## src/rtl/shooter_pkg.sv

```systemverilog
// Shared screen geometry, colour codes, compositor state and object snapshot
// types for the shooter display path.
package shooter_pkg;

   localparam int unsigned SCREEN_W = 160;
   localparam int unsigned SCREEN_H = 120;
   localparam int unsigned PIX_XW   = 8;
   localparam int unsigned PIX_YW   = 7;

   localparam logic [2:0] COL_BG     = 3'b000;
   localparam logic [2:0] COL_PLAYER = 3'b010;
   localparam logic [2:0] COL_ENEMY  = 3'b100;
   localparam logic [2:0] COL_BULLET = 3'b110;
   localparam logic [2:0] COL_BORDER = 3'b111;

   typedef enum logic [1:0] {
      CS_IDLE  = 2'd0,
      CS_SWEEP = 2'd1,
      CS_DONE  = 2'd2
   } comp_state_e;

   // Per-frame copy of every object input, frozen for the duration of a sweep.
   typedef struct packed {
      logic [PIX_XW-1:0] player_x;
      logic [PIX_YW-1:0] player_y;
      logic [PIX_XW-1:0] enemy_x;
      logic [PIX_YW-1:0] enemy_y;
      logic              enemy_alive;
      logic [PIX_XW-1:0] bullet_x;
      logic [PIX_YW-1:0] bullet_y;
      logic              bullet_active;
   } obj_snap_t;

endpackage

```

## src/rtl/frame_compositor_box_hit.sv

```systemverilog
// box_hit: combinational test of a pixel against a W x H rectangle whose
// far edges are computed one bit wider so boxes clip instead of wrapping.
module box_hit
   import shooter_pkg::*;
#(
   parameter int unsigned W = 1,
   parameter int unsigned H = 1
) (
   input  logic [PIX_XW-1:0] px,
   input  logic [PIX_YW-1:0] py,
   input  logic [PIX_XW-1:0] ox,
   input  logic [PIX_YW-1:0] oy,
   output logic              hit
);

   localparam int unsigned XEW = PIX_XW + 1;
   localparam int unsigned YEW = PIX_YW + 1;

   logic [XEW-1:0] x_end_c;
   logic [YEW-1:0] y_end_c;

   assign x_end_c = XEW'(ox) + XEW'(W);
   assign y_end_c = YEW'(oy) + YEW'(H);

   assign hit = (px >= ox) && (XEW'(px) < x_end_c) &&
                (py >= oy) && (YEW'(py) < y_end_c);

endmodule

```

## src/rtl/frame_compositor.sv

```systemverilog
// frame_compositor: colours the sweep's pixel stream from a per-frame object
// snapshot and counts frames. Define FRAME_BORDER_EN to colour the screen edge.
module frame_compositor
   import shooter_pkg::*;
#(
   parameter int unsigned PLAYER_W = 8,
   parameter int unsigned PLAYER_H = 6,
   parameter int unsigned ENEMY_W  = 10,
   parameter int unsigned ENEMY_H  = 8,
   parameter int unsigned BULLET_W = 1,
   parameter int unsigned BULLET_H = 3
) (
   input  logic              CLOCK_50,
   input  logic              resetn,
   input  logic              writeEn_in,
   input  logic              ld_in,
   input  logic [PIX_XW-1:0] x_in,
   input  logic [PIX_YW-1:0] y_in,
   input  logic [PIX_XW-1:0] player_x,
   input  logic [PIX_YW-1:0] player_y,
   input  logic [PIX_XW-1:0] enemy_x,
   input  logic [PIX_YW-1:0] enemy_y,
   input  logic              enemy_alive,
   input  logic [PIX_XW-1:0] bullet_x,
   input  logic [PIX_YW-1:0] bullet_y,
   input  logic              bullet_active,
   output logic [PIX_XW-1:0] x_out,
   output logic [PIX_YW-1:0] y_out,
   output logic [2:0]        colour,
   output logic              plot,
   output logic              frame_done,
   output logic [7:0]        frame_count
);

   comp_state_e       state_q, state_d;
   obj_snap_t         snap_q, snap_d;
   logic [PIX_XW-1:0] s1_x_q, s1_x_d;
   logic [PIX_YW-1:0] s1_y_q, s1_y_d;
   logic              s1_valid_q, s1_valid_d;
   logic [PIX_XW-1:0] x_out_q, x_out_d;
   logic [PIX_YW-1:0] y_out_q, y_out_d;
   logic [2:0]        colour_q, colour_d;
   logic              plot_q, plot_d;
   logic              frame_done_q, frame_done_d;
   logic [7:0]        frame_count_q, frame_count_d;

   logic              player_hit_c, enemy_box_c, bullet_box_c;

   // State register and all datapath flops.
   always_ff @(posedge CLOCK_50 or negedge resetn) begin
      if (!resetn) begin
         state_q       <= CS_IDLE;
         snap_q        <= '0;
         s1_x_q        <= '0;
         s1_y_q        <= '0;
         s1_valid_q    <= 1'b0;
         x_out_q       <= '0;
         y_out_q       <= '0;
         colour_q      <= COL_BG;
         plot_q        <= 1'b0;
         frame_done_q  <= 1'b0;
         frame_count_q <= '0;
      end else begin
         state_q       <= state_d;
         snap_q        <= snap_d;
         s1_x_q        <= s1_x_d;
         s1_y_q        <= s1_y_d;
         s1_valid_q    <= s1_valid_d;
         x_out_q       <= x_out_d;
         y_out_q       <= y_out_d;
         colour_q      <= colour_d;
         plot_q        <= plot_d;
         frame_done_q  <= frame_done_d;
         frame_count_q <= frame_count_d;
      end
   end

   box_hit #(.W(PLAYER_W), .H(PLAYER_H)) u_player_hit (
      .px(s1_x_q), .py(s1_y_q), .ox(snap_q.player_x), .oy(snap_q.player_y),
      .hit(player_hit_c)
   );

   box_hit #(.W(ENEMY_W), .H(ENEMY_H)) u_enemy_hit (
      .px(s1_x_q), .py(s1_y_q), .ox(snap_q.enemy_x), .oy(snap_q.enemy_y),
      .hit(enemy_box_c)
   );

   box_hit #(.W(BULLET_W), .H(BULLET_H)) u_bullet_hit (
      .px(s1_x_q), .py(s1_y_q), .ox(snap_q.bullet_x), .oy(snap_q.bullet_y),
      .hit(bullet_box_c)
   );

`ifdef FRAME_BORDER_EN
   logic border_c;
   assign border_c = (s1_x_q == '0) || (s1_x_q == PIX_XW'(SCREEN_W - 1)) ||
                     (s1_y_q == '0) || (s1_y_q == PIX_YW'(SCREEN_H - 1));
`endif

   // Next-state, snapshot capture, pixel pipeline and frame bookkeeping.
   always_comb begin
      state_d       = state_q;
      snap_d        = snap_q;
      frame_count_d = frame_count_q;
      frame_done_d  = (state_q == CS_DONE);

      case (state_q)
         CS_IDLE: begin
            if (writeEn_in) begin
               state_d = CS_SWEEP;
               snap_d  = '{player_x: player_x, player_y: player_y,
                           enemy_x: enemy_x, enemy_y: enemy_y,
                           enemy_alive: enemy_alive,
                           bullet_x: bullet_x, bullet_y: bullet_y,
                           bullet_active: bullet_active};
            end
         end
         CS_SWEEP: begin
            if (ld_in) begin
               state_d       = CS_DONE;
               frame_count_d = frame_count_q + 8'd1;
            end
         end
         CS_DONE:  state_d = CS_IDLE;
         default:  state_d = CS_IDLE;
      endcase

      // The sweep's terminal y=SCREEN_H strobe is dropped here.
      s1_x_d     = x_in;
      s1_y_d     = y_in;
      s1_valid_d = writeEn_in && (x_in < PIX_XW'(SCREEN_W)) &&
                   (y_in < PIX_YW'(SCREEN_H));

      x_out_d = s1_x_q;
      y_out_d = s1_y_q;
      plot_d  = s1_valid_q;
      if (bullet_box_c && snap_q.bullet_active) begin
         colour_d = COL_BULLET;
      end else if (player_hit_c) begin
         colour_d = COL_PLAYER;
      end else if (enemy_box_c && snap_q.enemy_alive) begin
         colour_d = COL_ENEMY;
`ifdef FRAME_BORDER_EN
      end else if (border_c) begin
         colour_d = COL_BORDER;
`endif
      end else begin
         colour_d = COL_BG;
      end
   end

   assign x_out       = x_out_q;
   assign y_out       = y_out_q;
   assign colour      = colour_q;
   assign plot        = plot_q;
   assign frame_done  = frame_done_q;
   assign frame_count = frame_count_q;

endmodule

```

## config.mk

```make
export PLATFORM = sky130hd
export DESIGN_NAME = frame_compositor
export DESIGN_NICKNAME = d
export VERILOG_FILES = /design/src/rtl/shooter_pkg.sv /design/src/rtl/frame_compositor_box_hit.sv /design/src/rtl/frame_compositor.sv
export SDC_FILE = /design/constraint.sdc
export NUM_CORES = 1
export LEC_CHECK = 0
export ABC_AREA = 0
export CAP_MARGIN = 30
export CORE_UTILIZATION = 50
export DETAILED_ROUTE_END_ITERATION = 12
export PLACE_DENSITY = 0.76
export SETUP_SLACK_MARGIN = 0.15
export SYNTH_ARGS = -nofsm -noshare
export SYNTH_HDL_FRONTEND = slang
export SYNTH_SLANG_ARGS = --single-unit
```

## constraint.sdc

```tcl
create_clock -name CLOCK_50 -period 2.9 [get_ports CLOCK_50]
set_input_delay 0.58 -clock CLOCK_50 [delete_from_list [all_inputs] [get_ports CLOCK_50]]
set_output_delay 0.58 -clock CLOCK_50 [all_outputs]
set_load 0.03 [all_outputs]
```

Word-level counts from Yosys, hierarchy flattened
Index checks and enable logic that the tools add are counted.
W data, S select, Z words.
{"block": "totals", "regBits": 93, "inputBits": 66, "out_inout_bits": 28, "elab_cells": 66}
{"block": "op_classes", "n_addsub": 7, "order_cmp": 14, "n_eq_ne": 4, "muxes": 6, "reduce_logical": 17}
{"cell": "$lt A8 B9 Y1", "n": 3}
{"cell": "$ge A8 B8 Y1", "n": 3}
{"cell": "$lt A7 B8 Y1", "n": 3}
{"cell": "$ge A7 B7 Y1", "n": 3}
{"cell": "$add A8 B4 Y9 const B", "n": 2}
{"cell": "$logic_and A1 B1 Y1", "n": 13}
{"cell": "$add A8 B1 Y9 const B", "n": 1}
{"cell": "$mux W3", "n": 3}
{"cell": "$add A7 B2 Y8 const B", "n": 1}
{"cell": "$add A7 B3 Y8 const B", "n": 1}
{"cell": "$add A7 B4 Y8 const B", "n": 1}
{"cell": "$add A8 B1 Y8 const B", "n": 1}
{"cell": "$lt A8 B8 Y1 const B", "n": 1}
{"cell": "$lt A7 B7 Y1 const B", "n": 1}
{"cell": "$reduce_and A2 Y1", "n": 3}
{"cell": "$mux W2", "n": 2}
{"cell": "$ne A2 B2 Y1 const B", "n": 2}
{"cell": "$pmux W2 S2", "n": 1}
{"cell": "$eq A2 B1 Y1 const B", "n": 1}
{"cell": "$eq A2 B2 Y1 const B", "n": 1}
{"cell": "$logic_not A2 Y1", "n": 1}

Logic depth before layout (Yosys ltp)
{"block": "logic_depth", "word_depth": 9, "ltp_mapped": 11, "mapped_depth_nobuf": 11}

By module
Synthesis repeated with hierarchy kept, for this count alone.
{"block": "unflattened", "hier_cells": 488, "area_unflattened_um2": 5492.8}
{"module": "frame_compositor", "n_inst": 1, "cells_per_inst": 179, "area_per_inst_um2": 3113.0, "seq_area_each_um2": 2302.2}
{"module": "box_hit (u_bullet_hit)", "n_inst": 1, "cells_per_inst": 113, "area_per_inst_um2": 873.3, "seq_area_each_um2": 0.0}
{"module": "box_hit (u_player_hit)", "n_inst": 1, "cells_per_inst": 100, "area_per_inst_um2": 754.5, "seq_area_each_um2": 0.0}
{"module": "box_hit (u_enemy_hit)", "n_inst": 1, "cells_per_inst": 96, "area_per_inst_um2": 752.0, "seq_area_each_um2": 0.0}

Worst setup path before layout
OpenSTA, ideal clock, no wires.
{"block": "synth_path", "path_type": "register -> register", "startpoint": "register snap_q[1] (netlist bit)", "endpoint": "register colour_q[2], in the netlist colour[2]", "setup_ns": 0.104, "t_arrival_ns": 2.031, "t_required_ns": 2.796, "setup_slack_ns": 0.765, "path_stages_with_launch": 12, "cell_sequence": "dfrtp_1 > inv_1 > ha_1 > nor3_1 > xnor2_1 > ha_1 > o21a_1 > o21ai_0 > nand2b_1 > a221oi_1 > nand4_1 > o41ai_2"}
{"block": "synth_via", "elab_chain_len": 5, "elab_cells_between_ends": 7, "classes_between": "add/sub (1); order compare (2); mux (1); reduce/logical (3)"}
{"element": "start, declared", "line": "frame_compositor.sv:36", "text": "obj_snap_t snap_q, snap_d;"}
{"element": "start signal, assigned", "line": "frame_compositor.sv:65", "text": "snap_q <= snap_d;"}
{"element": "$add A7 B2 Y8 / $ge A7 B7 Y1 (equally long branches)", "line": "frame_compositor_box_hit.sv:23, frame_compositor_box_hit.sv:26"}
{"element": "$lt A7 B8 Y1 / $logic_and A1 B1 Y1 (equally long branches)", "line": "frame_compositor_box_hit.sv:26, frame_compositor_box_hit.sv:25"}
{"element": "$logic_and A1 B1 Y1 *", "line": "frame_compositor_box_hit.sv:26", "text": "(py >= oy) && (YEW'(py) < y_end_c);"}
{"element": "$logic_and A1 B1 Y1 *", "line": "frame_compositor.sv:136", "text": "if (bullet_box_c && snap_q.bullet_active) begin"}
{"element": "$mux W3 *", "line": "frame_compositor.sv:136"}
{"element": "via colour_d[2]", "line": "frame_compositor.sv:42", "text": "logic [2:0] colour_q, colour_d;"}
{"element": "end signal, assigned", "line": "frame_compositor.sv:71", "text": "colour_q <= colour_d;"}
{"element": "end, declared", "line": "frame_compositor.sv:42"}
Mark *: on every way through the listed nets, which the timed path passes. The rest lies on a longest branch.
A chain may end at the register's enable or synchronous reset.

Worst setup path in the final report
{"block": "layout_path", "startpoint": "register snap_q[33] (netlist bit)", "endpoint": "register colour_q[2], in the netlist colour[2]"}
{"block": "layout_via", "elab_chain_len": 5, "elab_cells_between_ends": 7, "classes_between": "add/sub (1); order compare (2); mux (2); reduce/logical (2)"}
{"element": "$add A7 B3 Y8 / $ge A7 B7 Y1 (equally long branches)", "line": "frame_compositor_box_hit.sv:23, frame_compositor_box_hit.sv:26"}
{"element": "$lt A7 B8 Y1 / $logic_and A1 B1 Y1 (equally long branches)", "line": "frame_compositor_box_hit.sv:26, frame_compositor_box_hit.sv:25"}
{"element": "$logic_and A1 B1 Y1 *", "line": "frame_compositor_box_hit.sv:26"}
{"element": "$mux W3 *", "line": "frame_compositor.sv:138", "text": "end else if (player_hit_c) begin"}
{"element": "$mux W3 *", "line": "frame_compositor.sv:136"}
{"element": "via colour_d[2]", "line": "frame_compositor.sv:42"}
Marks and branches as above.

==> results.py <==
metrics = {
    "status": {
        "outcome": "complete, no violations",
    },
    "detailed_routing": {
        "firstDrtPassIters": 4,
        "wirelength_um": 11400,
        "initialDrtViolationCount": 115,
        "vias": 4118,
        "wl_met2_um": 5700,
        "vias_per_cell": 5.43,
        "met3_length_um": 572,
        "wl_per_cell_um": 15.0,
        "antenna_left": 0,
        "m1WireLength_um": 4870,
        "drc_errors": 0,
        "highest_layer": "met4",
    },
    "clock_tree": {
        "cts_tree": "yes",
        "cts-root-buf": "clkbuf_8",
        "clock_latency_ns": 0.37,
        "clock-sinks": 92,
        "cts_buffers": 9,
        "clk_path_buf_depth": 2,
        "hold_buffers": 0,
        "cts_setup_buffers": 0,
        "path_clk_slew_ns": 0.09,
        "cts_resized": 0,
        "htree_levels": 3,
    },
    "finish": {
        "drive_gt1_share_pct": 5.30,
        "area_growth_pct": 24.1,
        "diodes": 0,
        "final_nets": 773,
        "final_common_cell": "dfrtp_1",
        "final_cell_mix": "92 x dfrtp_1, 91 x clkdlybuf4s50_1, 89 x ha_1",
    },
    "worst_setup_path": {
        "cp_max_fo": 3,
        "crit_path_end_kind": "register",
        "r2r_setup_slack_ns": 0.50,
        "start_kind": "register",
        "r2r-start": "snap_q[33]",
        "crit_type": "reg -> reg",
        "r2r-end": "colour[2]",
        "worstRegToRegCells": 10,
        "worstPathArrival_ns": 2.65,
        "worstPathRequired_ns": 3.15,
    },
    "power_and_ir_drop": {
        "powerDensity_nw_per_um2": 661,
        "combinationalPowerShare_pct": 41.5,
        "clkPwrFrac_pct": 18.3,
        "vdd_drop_max_mv": 0.402,
        "p_int_mw": 2.70,
        "leakage_nw": 3.00,
        "seqPwrFrac_pct": 40.2,
        "sw_frac_of_total_pct": 38.0,
        "p_sw_mw": 1.66,
    },
    "synth": {
        "netlist_area_sq_um": 5310,
        "seq_area_frac_synth_pct": 43.4,
        "synth_area_per_cell_sq_um": 10.2,
        "yosysUniqueCellTypes": 51,
        "syn_nets": 677,
        "synth_top_area_share_pct": 43.4,
        "synth-edff-count": 0,
        "synth_ff_type": "dfrtp_1",
        "async_flop_share_pct": 100,
        "yosysWarnings": 0,
        "synth-seq-cells": 92,
        "synthTopCellsByArea": "dfrtp_1 43%, ha_1 21%, o21ai_1 4.8%",
        "synth_cells": 522,
        "synth_top_area_cell": "dfrtp_1",
    },
    "job": {
        "cap_viol_max_count": 0,
    },
    "die": {
        "die_w_um": 105,
        "io_pins": 94,
        "die_area_sq_um": 11000,
        "core-area_sq_um": 10300,
        "die_y_um": 105,
        "initial_utilization_pct": 51.4,
        "rows": 37,
    },
    "sta": {
        "max_freq_mhz": 417,
        "period_needed_ns": 2.40,
        "hold_ws_ns": 0.142,
        "final_hold_viol_count": 0,
        "period_share_pct": 82.6,
        "clock_skew_ns": 0.00952,
        "setup_viol": 0,
        "totalNegativeSetupSlack_ns": 0,
        "grt_setup_unrepaired": "false",
        "final_max_slew_viol_count": 0,
    },
    "grt": {
        "grt_first_pass_wirelength_um": 19500,
        "grtUsageTotal_pct": 22.5,
        "grt_pass1_vias": 4211,
        "grt_max_degree": 75,
        "grt.overflow.total": 0,
        "antenna_found_initial": 0,
    },
    "placed_design": {
        "io_buffers": 92,
        "place.gp.congestion": 0.877,
        "hpwlAfterDp_um": 8690,
    },
    "worst_hold_path": {
        "min_path_type": "in -> async",
    },
}
flip-flops by register name, summed over array words and instances, names as in the netlist, 2 cells and up:
signal       count
s1_y_q           7
x_out            8
frame_count      8
s1_x_q           8
state_q          2
snap_q          47
y_out            7
colour           2
worst max-delay path, cell delays in order, from the launching register on:
cell	delay, ns
dfrtp_1	0.38
inv_1	0.09
ha_1	0.22
or3_1	0.35
xnor2_1	0.14
ha_1	0.19
nor4_1	0.26
nand3_1	0.12
o311ai_1	0.13
and4_4	0.30
o41ai_2	0.07
cell usage after synthesis, drive strengths merged, types with 2 or more instances:
library cell	n
dfrtp	92
ha	89
nand2	60
o21ai	60
inv	52
xnor2	27
nand3	17
a21oi	14
nor2	10
a211oi	8
a21o	8
clkbuf	7
nor3	7
nand4	6
mux2	5
nand2b	5
o2111ai	5
o211ai	5
xor2	5
buf	3
nor2b	3
nor4	3
o311ai	3
a221oi	2
and4	2
clkinv	2
nand3b	2
nor3b	2
o21bai	2
or3	2
cell type report:
class,count,area (sq um)
flip-flops and latches,92,2300
fillers,820,3740
clock buffers,11,141
well taps,136,170
repair buffers,95,966
multi-input cells,366,2770
inverters,54,203
clock inverters,5,37.5
metrics by stage:
stage	instances	util, %	setup slack (ns)	power, mW	area (sq um)
2_1_floorplan	522	-	0.765	2.98	5310
3_3_place_gp	743	62.1	0.621	3.47	6410
3_5_place_dp	743	62.1	0.546	3.57	6410
4_1_cts	759	63.8	0.528	4.39	6590
5_1_grt	759	63.8	0.232	4.71	6590
6_report	759	63.8	0.505	4.36	6590
power by group through the flow:
stage	sequential, mW	clock [mW]	combinational [mW]
after global placement	1.76	0	1.71
final	1.75	0.798	1.81
after CTS	1.75	0.826	1.82
after detailed placement	1.77	0	1.79
after floorplan	1.82	0	1.16
after global routing	1.79	0.879	2.05
how the worst max path moves through the flow:
| stage | slack [ns] | from | to |
|---|---|---|---|
| final | 0.50 | snap_q[33] | colour[2] |
| after global routing | 0.23 | snap_q[1] | colour[2] |
| after CTS | 0.53 | snap_q[33] | colour[2] |
| after detailed placement | 0.55 | snap_q[33] | colour[2] |
| after global placement | 0.62 | snap_q[1] | colour[2] |
| after floorplan | 0.77 | snap_q[1] | colour[2] |
logic make-up after synthesis:
group / share of synthesized area (%)
adders and majority gates: 21.0
muxes: 1.25
xor gates and xnor gates: 5.28
AOI/OAI and AO/OA: 13.6
buffers and inverters: 4.64
other: 0.0706
DFF: 43.4
and+or+nand+nor: 10.9
metal layers:
| metal | vias up | GRT usage [%] |
|---|---|---|
| li1 | 2020 | - |
| met1 | 1956 | 26.3 |
| met2 | 114 | 38.8 |
| met3 | 28 | 6.36 |
| met4 | 0 | 9.05 |
| met5 | - | 0 |
Power figures use the tool's default switching activity.
==> RTL edit 1: new RTL, same settings <==
The parameter `PLAYER_H` goes from 6 to 3.
--- a/src/rtl/frame_compositor.sv
+++ b/src/rtl/frame_compositor.sv
@@ -5,5 +5,5 @@
 #(
    parameter int unsigned PLAYER_W = 8,
-   parameter int unsigned PLAYER_H = 6,
+   parameter int unsigned PLAYER_H = 3,
    parameter int unsigned ENEMY_W  = 10,
    parameter int unsigned ENEMY_H  = 8,
Function: changed (Yosys sat finds a counterexample within 4 cycles, from zero or initial values and one cycle with resetn low).
==> RTL edit 1 against the original RTL <==
Largest power group unchanged. Critical path type unchanged. Routed wire length is 4.9% higher. Synthesized cell count rose by 0.96%. Sequential cell count stayed put. Total power grew 6.7%. Setup slack worse by 0.043 ns. Final area rose by 2.5%. Global-route usage is 0.83 points higher. Area after synthesis grew 2.2%. Clock skew hardly changed.
==> RTL edit 1: results (changes against the original RTL) <==
| Metric | Value |
|---|---|
| Clock skew | 0.00910 ns (-0.000429 ns) |
| Unique cell type count in the Yosys netlist | 50 (-2.0%) |
| GRT Util Overall | 23.3% (+0.83 points) |
| CTS Buf Count | 9 (unchanged) |
| CTS max path bufs | 2 (unchanged) |
| Clk power | 1.00 mW (+25%) |
| CTS resizes | 0 (unchanged) |
| RePlAce Congestion | 0.903 (+2.9%) |
| Setup TNS | 0 ns (unchanged) |
| Largest net degree at the start of global routing | 90 (+20%) |
| Non-clk invs | 53 (-1.9%) |
| Hpwl dp | 9110 µm (+4.8%) |
| Worst Setup Start Kind | flip-flop |
| Clock buf count | 11 (unchanged) |
| First-pass DRT Iterations | 4 (unchanged) |
| P_int | 2.94 mW (+8.8%) |
| Outcome | complete, no violations |
| Multi-input combinational cell count | 372 (+1.6%) |
| Combinational power share | 40.4% (-1.1 points) |
| Vias | 4153 (+0.85%) |
| CTS sink cnt | 92 (unchanged) |
| Max H-tree Level | 3 (unchanged) |
| FP Rows | 37 (unchanged) |
| Buffering overhead | 14.2% (-0.47 points) |
| Critical Path Fanout Max | 5 (+2) |
| CP arrival | 2.70 ns (+0.05 ns) |
| Multi-input combinational area share | 42.7% (+0.74 points) |
| Syn Nets | 683 (+0.89%) |
| Fin area | 0.00675 mm² (+2.5%) |
| DP Worst Slack | 0.464 ns (-0.0823 ns) |
| Reg with most FFs | snap_q |
| Peak VDD IR | 0.000460 V (+14%) |
| Post-Synthesis Cells | 527 (+0.96%) |
| Async SR Flop Fraction | 100% (unchanged) |
| Non-clock buffers | 94 (-1.1%) |
| Post-route insts no fill | 763 (+0.53%) |
| DR iter-0 viols | 226 (+97%) |
| Worst min path class | primary input to asynchronous set/reset pin |
| Sw power | 1.71 mW (+3.3%) |
| Clk Tree Root Cell | clkbuf_8 |
| Vias in the first global route | 4460 (+5.9%) |
| Initial antenna violation count | 0 (unchanged) |
| Final #Nets | 778 (+0.65%) |
| Placed cell count | 747 (+0.54%) |
| Port bufs | 92 (unchanged) |
| Placement Cell Area | 0.00652 mm² (+1.7%) |
| Synth top cells by count | 92 x dfrtp_1, 90 x ha_1, 54 x nand2_1, 52 x inv_1, 50 x o21ai_0 |
| Synth area leaders | dfrtp_1 42%, ha_1 21%, o21ai_0 4.6% |
| Max reg flops | 47 (unchanged) |
| Fillers | 843 (+2.8%) |
| Post-DR wirelength/cell | 15.7 µm (+4.3%) |
| Clk tree area frac | 3.48% (+0.77 points) |
| Reg-to-reg startpoint | snap_q[32]$_DFFE_PN0P_ |
| First-pass GRT wire length | 20300 µm (+4.4%) |
| Register area | 0.00230 mm² (unchanged) |
| Post-CTS setup buffer count | 0 (unchanged) |
| Lkg Pwr | 3.05 nW (+1.8%) |
| Register area share after synthesis | 42.4% (-0.94 points) |
| Layout cells sized above 1 | 4.78% (-0.51 points) |
==> RTL edit 1: cell types whose count changed after synthesis, sizes merged, moves of 3 or more <==
cell / change
nand3: -3
o22ai: +4
o21a: +6
nand2: -6
nor4: -3
o311ai: -3
nor2: +4
a2111oi: +4
nand4: +4
==> RTL edit 1: path summary, 6_finish.rpt <==
check | to | slack (ns) | cells past startpoint
hold / removal | s1_y_q[1]$_DFF_PN0_ | 0.20 | 1
min in group CLOCK_50 | plot$_DFF_PN0_ | 0.37 | 0
setup / recovery | colour[2]$_DFF_PN0_ | 0.46 | 10
max in group asynchronous | x_out[2]$_DFF_PN0_ | 2.04 | 2
setup reg to reg | colour[2]$_DFF_PN0_ | 0.46 | 10
hold reg to reg | plot$_DFF_PN0_ | 0.37 | 0
==> RTL edit 1: worst max-delay path, stage by stage, from the launching register on <==
cell       delay (ns)
dfrtp_1          0.41
inv_1            0.10
ha_1             0.24
nor3_1           0.20
xnor2_1          0.17
ha_1             0.27
a2111oi_0        0.39
o21a_1           0.19
o211ai_2         0.10
o211ai_2         0.18
o22ai_2          0.08
==> RTL edit 1: layer usage <==
metal / global-route usage, % / part of all wire [%] / vias to the layer above
li1: - / - / 2033
met1: 28.6 / 44 / 1992
met2: 39.6 / 49 / 106
met3: 4.90 / 4.4 / 22
met4: 10.0 / 2.1 / 0
met5: 0 / 0 / -
==> RTL edit 1: logic make-up after synthesis <==
kind of cell / count (synthesis) / share of synthesized area [%]
AOI/OAI and AO/OA: 127 / 15.7
xor gates and xnor gates: 33 / 5.33
adders and majority gates: 90 / 20.8
buffers and inverters: 63 / 4.52
DFF: 92 / 42.4
muxes: 6 / 1.22
other: 1 / 0.0691
and+or+nand+nor: 115 / 10.0
==> RTL edit 2: new RTL, config.mk and constraints unchanged <==
Without the edit above. Re-encode `comp_state_e` (3 states) as one-hot, 3 bits wide.
--- a/src/rtl/shooter_pkg.sv
+++ b/src/rtl/shooter_pkg.sv
@@ -14,8 +14,8 @@
    localparam logic [2:0] COL_BORDER = 3'b111;
 
-   typedef enum logic [1:0] {
-      CS_IDLE  = 2'd0,
-      CS_SWEEP = 2'd1,
-      CS_DONE  = 2'd2
+   typedef enum logic [2:0] {
+      CS_IDLE  = 3'b001,
+      CS_SWEEP = 3'b010,
+      CS_DONE  = 3'b100
    } comp_state_e;
 
Check against the original RTL: same outputs for any inputs over 4 cycles, from zero or initial values and one cycle with resetn low; so few cycles prove little.
==> RTL edit 2 against the original RTL <==
Cell count is 0.53% lower. Area after synthesis is 0.82% higher. Final area is 0.91% higher. Clock skew is 0.00070 ns higher. Sequential cell count is 1 higher. Total power is 33% higher. Die area is 0.81% higher. Routed wire length is 3.5% higher. Global-route usage hardly changed. Setup slack worse by 0.0012 ns.
==> RTL edit 2: results (changes against the original RTL) <==
| Metric | Value |
|---|---|
| Buffering overhead | 14.4% (-0.25 points) |
| Seq_cells | 93 (+1.1%) |
| GRT Util Overall | 22.4% (-0.043 points) |
| Total wire length | 11800 µm (+3.5%) |
| Met3 wire len | 466 µm (-19%) |
| Worst min path class | primary input to asynchronous set/reset pin |
| GR Util met2 | 39.1% (+0.36 points) |
| Synth area leaders | dfrtp_1 43%, ha_1 21%, o21ai_0 5.4% |
| Fillers | 864 (+5.4%) |
| DR iter-0 viols | 147 (+28%) |
| Syn Nets | 674 (-0.44%) |
| Wl on met1 | 5240 µm (+7.6%) |
| Slowest CP cell | a2111oi_0 |
| Clk tree area frac | 3.09% (+0.37 points) |
| CTS max path bufs | 2 (unchanged) |
| M3 GR Usage | 3.53% (-2.8 points) |
| First-pass GRT wire length | 19500 µm (+0.22%) |
| Clk Tree Root Cell | clkbuf_8 |
| Non-clk invs | 50 (-7.4%) |
| Register area share after synthesis | 43.5% (+0.14 points) |
| CP arrival | 2.67 ns (+0.02 ns) |
| CTS Buf Count | 9 (unchanged) |
| Lkg Pwr | 3.02 nW (+0.50%) |
| CTS clk-pin slew, worst paths | 0.10 ns |
| Top Family by Delay on Critical Path | compound AO/OA/AOI/OAI gates |
| Largest net degree at the start of global routing | 89 (+19%) |
| Max stage delay on crit path | 0.43 ns (+0.05 ns) |
| Layout cells sized above 1 | 5.33% (+0.034 points) |
| Non-clock buffers | 94 (-1.1%) |
| Clock skew | 0.0102 ns (+0.000699 ns) |
| CTS resizes | 0 (unchanged) |
| RePlAce Congestion | 0.876 (-0.11%) |
| Hpwl dp | 8850 µm (+1.8%) |
| GR Layer Usage met1 | 27.4% (+1.1 points) |
| Max reg flops | 47 (unchanged) |
| Routed wl met2 | 5830 µm (+2.2%) |
| Area of the multi-input gates | 0.00280 mm² (+1.1%) |
| Unique cell type count in the Yosys netlist | 49 (-3.9%) |
| Vias | 4128 (+0.24%) |
| Outcome | complete, no violations |
| Register area | 0.00233 mm² (+1.1%) |
| Sw power | 2.40 mW (+45%) |
| Top metal layer carrying routed signals | met4 |
| Critical Path Fanout Max | 4 (+1) |
| Vias in the first global route | 4273 (+1.5%) |
| Synth top cells by count | 92 x dfrtp_1, 89 x ha_1, 58 x o21ai_0, 53 x nand2_1, 50 x inv_1 |
| Final #Nets | 769 (-0.52%) |
| Peak VDD IR | 0.000642 V (+59%) |
==> RTL edit 2: cell types whose count changed after synthesis, sizes merged, moves of 3 or more <==
cell and change:
a211oi -3, nand3 -5, and3 +3, a21oi +9
o311ai -3, o21a +4, nand2 -7
==> RTL edit 2: logic make-up (layout without fill, tap and decap cells) <==
family,count (synthesis),count (layout),share of synthesized area [%]
other,1,1,0.0701
DFF,93,93,43.5
AOI/OAI and AO/OA,124,124,14.2
buffers and inverters,60,160,4.35
muxes,7,7,1.47
and+or+nand+nor,113,113,10.4
adders and majority gates,89,89,20.8
xor gates and xnor gates,32,32,5.24
==> RTL edit 2: per-stage QoR <==
stage               cells  power (mW)  util, %  cell area (µm²)  worst slack [ns]
floorplan             519        4.07        -             5350             0.802
global placement      739        4.72     62.1             6440             0.617
detailed placement    739        4.90     62.1             6440             0.531
CTS                   755        5.83     64.1             6650             0.495
global route          755        6.33     64.1             6650             0.278
finish                755        5.81     64.1             6650             0.503
==> RTL edit 2: power by group through the flow <==
stage	Combinational [mW]	Sequential, mW	Clock (mW)
final	2.90	2.01	0.898
after global routing	3.30	2.06	0.962
after CTS	2.91	2.01	0.912
after detailed placement	2.87	2.03	0
after global placement	2.70	2.02	0
after floorplan	2.04	2.03	0
==> RTL edit 2: worst paths after layout <==
kind	startpoint	to	slack, ns	cells past startpoint
max	snap_q[1]$_DFFE_PN0P_	colour[2]$_DFF_PN0_	0.50	10
max in group asynchronous	resetn	state_q[0]$_DFFE_PN1P_	1.99	2
min reg2reg	plot_d$_DFF_PN0_	plot$_DFF_PN0_	0.36	0
min	resetn	y_out[5]$_DFF_PN0_	0.22	1
min in group CLOCK_50	plot_d$_DFF_PN0_	plot$_DFF_PN0_	0.36	0
max reg2reg	snap_q[1]$_DFFE_PN0P_	colour[2]$_DFF_PN0_	0.50	10
